<file path="config.mk">
export PLATFORM = sky130hd
export DESIGN_NAME = csa_wide_add_seq
export DESIGN_NICKNAME = d
export VERILOG_FILES = /design/src/rtl/csa_pkg.sv /design/src/rtl/csa16_slice.sv /design/src/rtl/csa_wide_add_seq.sv
export SDC_FILE = /design/constraint.sdc
export NUM_CORES = 1
export LEC_CHECK = 0
export ABC_AREA = 1
export CAP_MARGIN = 0
export CORE_MARGIN = 4
export CORE_UTILIZATION = 35
export DETAILED_ROUTE_END_ITERATION = 8
export PLACE_DENSITY_LB_ADDON = 0.25
export SLEW_MARGIN = 15
export SYNTH_ARGS = -nofsm -noshare
export SYNTH_HDL_FRONTEND = slang
export SYNTH_HIERARCHICAL = 1
export SYNTH_SLANG_ARGS = --single-unit
export TNS_END_PERCENT = 1
</file>
<file path="constraint.sdc">
create_clock -name clk -period 4.1 [get_ports clk]
set_input_delay 0.615 -clock clk [delete_from_list [all_inputs] [get_ports clk]]
set_output_delay 0.615 -clock clk [all_outputs]
set_load 0.005 [all_outputs]
</file>
<file path="src/rtl/csa_pkg.sv">
// Shared types and constants for the multi-word carry-select adder sequencer.
package csa_pkg;

    localparam int SLICE_W = 16;

    typedef enum logic [1:0] {
        IDLE = 2'd0,
        RUN  = 2'd1,
        DONE = 2'd2
    } csa_seq_state_t;

endpackage

</file>
<file path="src/rtl/csa16_slice.sv">
// 16-bit carry-select adder slice: the low byte ripples, while the high byte is
// computed for both carry values and the low-byte carry picks one.
module csa16_slice
    import csa_pkg::*;
(
    input  logic [SLICE_W-1:0] a,
    input  logic [SLICE_W-1:0] b,
    input  logic               cin,
    output logic [SLICE_W-1:0] sum,
    output logic               cout
);

    localparam int HALF = SLICE_W / 2;

    logic [HALF:0] lo;
    logic [HALF:0] hi0;
    logic [HALF:0] hi1;

    assign lo  = {1'b0, a[HALF-1:0]} + {1'b0, b[HALF-1:0]} + {{HALF{1'b0}}, cin};
    assign hi0 = {1'b0, a[SLICE_W-1:HALF]} + {1'b0, b[SLICE_W-1:HALF]};
    assign hi1 = {1'b0, a[SLICE_W-1:HALF]} + {1'b0, b[SLICE_W-1:HALF]} + {{HALF{1'b0}}, 1'b1};

    assign sum  = {(lo[HALF] ? hi1[HALF-1:0] : hi0[HALF-1:0]), lo[HALF-1:0]};
    assign cout = lo[HALF] ? hi1[HALF] : hi0[HALF];

endmodule

</file>
<file path="src/rtl/csa_wide_add_seq.sv">
// WORDS*16-bit adder that reuses one 16-bit carry-select slice, LSB slice first.
// Optional subtract mode (in_op port) is enabled by defining CSA_WADD_SUB_EN.
module csa_wide_add_seq
    import csa_pkg::*;
#(
    parameter int WORDS = 4
) (
    input  logic                     clk,
    input  logic                     rst_n,
    input  logic                     in_valid,
    output logic                     in_ready,
    input  logic [WORDS*SLICE_W-1:0] in_a,
    input  logic [WORDS*SLICE_W-1:0] in_b,
`ifdef CSA_WADD_SUB_EN
    input  logic                     in_op,
`endif
    output logic                     out_valid,
    input  logic                     out_ready,
    output logic [WORDS*SLICE_W-1:0] out_sum,
    output logic                     out_cout,
    output logic                     busy
);

    localparam int W     = WORDS * SLICE_W;
    localparam int IDX_W = $clog2(WORDS) + 1;
    localparam logic [IDX_W-1:0] IDX_LAST = IDX_W'(WORDS - 1);

    csa_seq_state_t   state_q, state_d;
    logic [IDX_W-1:0] idx_q, idx_d;
    logic             carry_q, carry_d;
    logic [W-1:0]     a_q, a_d;
    logic [W-1:0]     b_q, b_d;
    logic [W-1:0]     sum_q, sum_d;
    logic             cout_q, cout_d;

    logic               sub_w;
    logic [SLICE_W-1:0] slice_a;
    logic [SLICE_W-1:0] slice_b;
    logic [SLICE_W-1:0] slice_sum;
    logic               slice_cout;

`ifdef CSA_WADD_SUB_EN
    assign sub_w = in_op;
`else
    assign sub_w = 1'b0;
`endif

    always_comb begin
        slice_a = '0;
        slice_b = '0;
        for (int i = 0; i < WORDS; i++) begin
            if (idx_q == IDX_W'(i)) begin
                slice_a = a_q[i*SLICE_W +: SLICE_W];
                slice_b = b_q[i*SLICE_W +: SLICE_W];
            end
        end
    end

    csa16_slice u_slice (
        .a    (slice_a),
        .b    (slice_b),
        .cin  (carry_q),
        .sum  (slice_sum),
        .cout (slice_cout)
    );

    always_comb begin
        state_d = state_q;
        idx_d   = idx_q;
        carry_d = carry_q;
        a_d     = a_q;
        b_d     = b_q;
        sum_d   = sum_q;
        cout_d  = cout_q;

        case (state_q)
            IDLE: begin
                if (in_valid) begin
                    // Subtraction is A + ~B + 1, so the inverted operand and the +1 are set up here.
                    a_d     = in_a;
                    b_d     = sub_w ? ~in_b : in_b;
                    carry_d = sub_w;
                    idx_d   = '0;
                    state_d = RUN;
                end
            end
            RUN: begin
                for (int i = 0; i < WORDS; i++) begin
                    if (idx_q == IDX_W'(i)) begin
                        sum_d[i*SLICE_W +: SLICE_W] = slice_sum;
                    end
                end
                carry_d = slice_cout;
                idx_d   = idx_q + IDX_W'(1);
                if (idx_q == IDX_LAST) begin
                    cout_d  = slice_cout;
                    state_d = DONE;
                end
            end
            DONE: begin
                if (out_ready) begin
                    state_d = IDLE;
                end
            end
            default: state_d = IDLE;
        endcase
    end

    always_ff @(posedge clk or negedge rst_n) begin
        if (!rst_n) begin
            state_q <= IDLE;
            idx_q   <= '0;
            carry_q <= 1'b0;
            a_q     <= '0;
            b_q     <= '0;
            sum_q   <= '0;
            cout_q  <= 1'b0;
        end else begin
            state_q <= state_d;
            idx_q   <= idx_d;
            carry_q <= carry_d;
            a_q     <= a_d;
            b_q     <= b_d;
            sum_q   <= sum_d;
            cout_q  <= cout_d;
        end
    end

    assign in_ready  = (state_q == IDLE);
    assign out_valid = (state_q == DONE);
    assign busy      = (state_q != IDLE);
    assign out_sum   = sum_q;
    assign out_cout  = cout_q;

endmodule

</file>
==> impl_metrics.tcl <==
set metrics [dict create \
    cp-end-kind "flop" \
    cts-buffers-inserted 17 \
    worst_slew_pin_slew_ns 0.928 \
    synth_xor_area_share_pct 1.04 \
    p_leak_nw 6.63 \
    setup_viol_count_final 0 \
    core_um2 28100 \
    p_comb_share_pct 59.4 \
    nNetsFinal 1637 \
    finalClockSkew_ns 0.0179 \
    fin_crit_sh_pct 81.7 \
    rsz0062_at_grt "false" \
    grt_pass1_vias 8649 \
    num_vias 8863 \
    status "completed" \
    holdWs_ns 0.286 \
    cts_resized 0 \
    antenna_left 0 \
    synth_cells 1317 \
    post_cts_buffers 0 \
    ys_seq_area_share_pct 49.4 \
    drv_slew 0 \
    p_sw_mw 6.13 \
    htreeDepth 4 \
    antenna_cells 0 \
    drv_cap 0 \
    firstDrtPassIters 6 \
    dp.final_hpwl_mm 22.4 \
    crit_arrival_ns 3.66 \
    cellPowerDensity_nw_per_um2 960 \
    crit_type "flop to flop" \
    drt-wirelength-per-cell_um 16.1 \
    fmax_mhz 299 \
    cp_max_fo 18 \
    p_int_mw 6.31 \
    layout.cells.most_common "nand2_1" \
    start_kind "flop" \
    synth_top_family_by_area "simple AND/OR/NAND/NOR gates" \
    syn-num-nets 1473 \
    syn_avg_cell_area_um2 7.66 \
    grt_use_total_pct 19.3 \
    grt_overflow 0 \
    ys_top_cells_by_area "dfrtp_1 49%, nand2_1 16%, nand3_1 7.0%, inv_1 5.6%, nor2_1 3.8%" \
    syn2layout_area_growth_pct 28.6 \
    dieArea_um2 31600 \
    totalWireLength_mm 30.1 \
    synth_mux_area_share_pct 0.112 \
    fp.dieW_um 178 \
    synth.largest_area_cell "dfrtp_1" \
    hold_buffers 0 \
    antenna_found_initial 0 \
    power_frac_clock_pct 13.7 \
    finalHoldViolations 0 \
    clock_sinks 199 \
    worstPathRequired_ns 4.41 \
    tritoncts "built" \
    setup_tns_ns 0 \
    relSlewSlack_pct 38.1 \
    die_height_um 178 \
    seqPwrFrac_pct 26.9 \
    fin_ws_ns 0.750 \
    clock_tree.root_cell "clkbuf_16" \
    pre_cts_slack_ns 0.762 \
    swShare_pct 49.3 \
    rows 61 \
    start_util_pct 35.9 \
    synth-compound-area-share_pct 7.49 \
    clk_latency_ns 0.45 \
    drc 0 \
    vdd_drop_max_mv 0.465 \
    grt_pass1_wl_mm 47.7 \
    synth.distinct_cells 33 \
    layout_common_cells "432 x nand2_1, 199 x dfrtp_1, 197 x clkdlybuf4s50_1, 151 x inv_1, 141 x nand3_1" \
    clkTransAtPathRegs_ns 0.09 \
    ys_ff_latch 199 \
    yosysWarningCount 6 \
    gp_congestion 0.903 \
    vias_per_cell 4.73 \
    post-route-util_pct 46.2 \
    mappedNetlistArea_um2 10100 \
    totalPowerFinal_mw 12.4 \
    ioPinCount 200 \
    grt_max_degree 160 \
    yosys.area_share.simple_pct 29.3 \
    min_path_type "primary input to asynchronous set/reset pin" \
    max-clock-path-buffers 2 \
    synthAdderAreaFrac_pct 3.20 \
    drive_above_1_share_pct 5.69 \
    final.min_clock_period_ns 3.35 \
    netlist.area_leader.share_pct 49.4 \
    portBuffers 199 \
    drt_iter0_drc 773 \
]
## through the flow
stage                     area [um^2]  std cells
after global placement          12400       1840
after floorplan                 10100       1317
after global routing            13000       1872
after CTS                       13000       1872
after detailed placement        12400       1840
final                           13000       1872
## path summary, 6_finish.rpt
kind | startpoint | to | slack, ns | cells after the start
min reg2reg | b_q[24] | b_q[24] | 0.48 | 2
min in group clk | b_q[24] | b_q[24] | 0.48 | 2
max reg2reg | idx_q[0] | out_sum[62] | 0.75 | 20
max | idx_q[0] | out_sum[62] | 0.75 | 20
min | rst_n | out_sum[8] | 0.29 | 1
max in group asynchronous | rst_n | a_q[20] | 2.94 | 2
## flip-flops by register name, indices dropped and copies added (netlist names)
name	count
b_q	64
state_q	2
idx_q	3
a_q	64
out_sum	64
carry_q	1
out_cout	1
## cells in the mapped netlist
cell / instances
nand2_1: 432
dfrtp_1: 199
inv_1: 151
nand3_1: 141
nor2_1: 103
a21oi_1: 71
o21ai_1: 66
buf_2: 48
ha_1: 21
clkbuf_1: 14
buf_4: 9
nand2_2: 9
xor2_1: 8
nand2_4: 6
nor2_2: 5
inv_2: 4
o21ai_0: 4
xnor2_1: 4
fa_1: 3
nand4_1: 3
a31oi_1: 2
nand3_2: 2
nor2_4: 2
a21o_1: 1
a21oi_2: 1
buf_1: 1
buf_6: 1
mux2_2: 1
nand3_4: 1
nand3b_1: 1
o21a_1: 1
o22ai_1: 1
o31ai_1: 1
## power groups by stage
| stage | Clock [mW] | Sequential, mW | Combinational (mW) |
|---|---|---|---|
| 3_3_place_gp | 0 | 3.37 | 7.27 |
| 6_report | 1.71 | 3.34 | 7.39 |
| 2_1_floorplan | 0 | 3.26 | 4.98 |
| 5_1_grt | 1.82 | 3.46 | 8.35 |
| 3_5_place_dp | 0 | 3.38 | 7.39 |
| 4_1_cts | 1.74 | 3.35 | 7.42 |
## cell families (layout without fill, tap and decap cells)
logic type                 Yosys count  after routing
and+or+nand+nor                    705            705
buffers and inverters              228            405
DFF                                199            199
AOI/OAI and AO/OA                  148            148
adders and majority gates           24             24
xor gates and xnor gates            12             12
muxes                                1              1
## per-layer routing
layer | global-route usage [%] | vias to the layer above | wire [um]
met3 | 3.22 | 27 | 1670
li1 | - | 4430 | -
met1 | 27.8 | 4148 | 14200
met4 | 4.16 | 0 | 389
met5 | 0 | - | 0
met2 | 30.9 | 258 | 13800
## critical path, stage by stage (launching register included)
cell,delay (ns)
dfrtp_1,0.38
inv_1,0.09
ha_1,0.20
inv_1,0.06
nor2_2,0.04
inv_2,0.24
buf_4,0.28
nand3_1,0.09
nand2_1,0.07
nand2_1,0.05
ha_1,0.23
fa_1,0.54
ha_1,0.18
inv_1,0.05
nor2_2,0.15
nand3_4,0.11
nor2_1,0.10
nand2_1,0.05
o21a_1,0.10
inv_1,0.11
o21ai_1,0.09
## cell type report
cell class                      count  area, um^2
Fill cell                        2874       15100
Sequential cell                   199        4980
Multi-Input combinational cell    890        4170
Timing Repair Buffer              218        2150
Inverter                          155         582
Tap cell                          378         473
Clock buffer                       18         429
Clock inverter                     14         185
No activity file was read; power rests on OpenSTA's default activity.
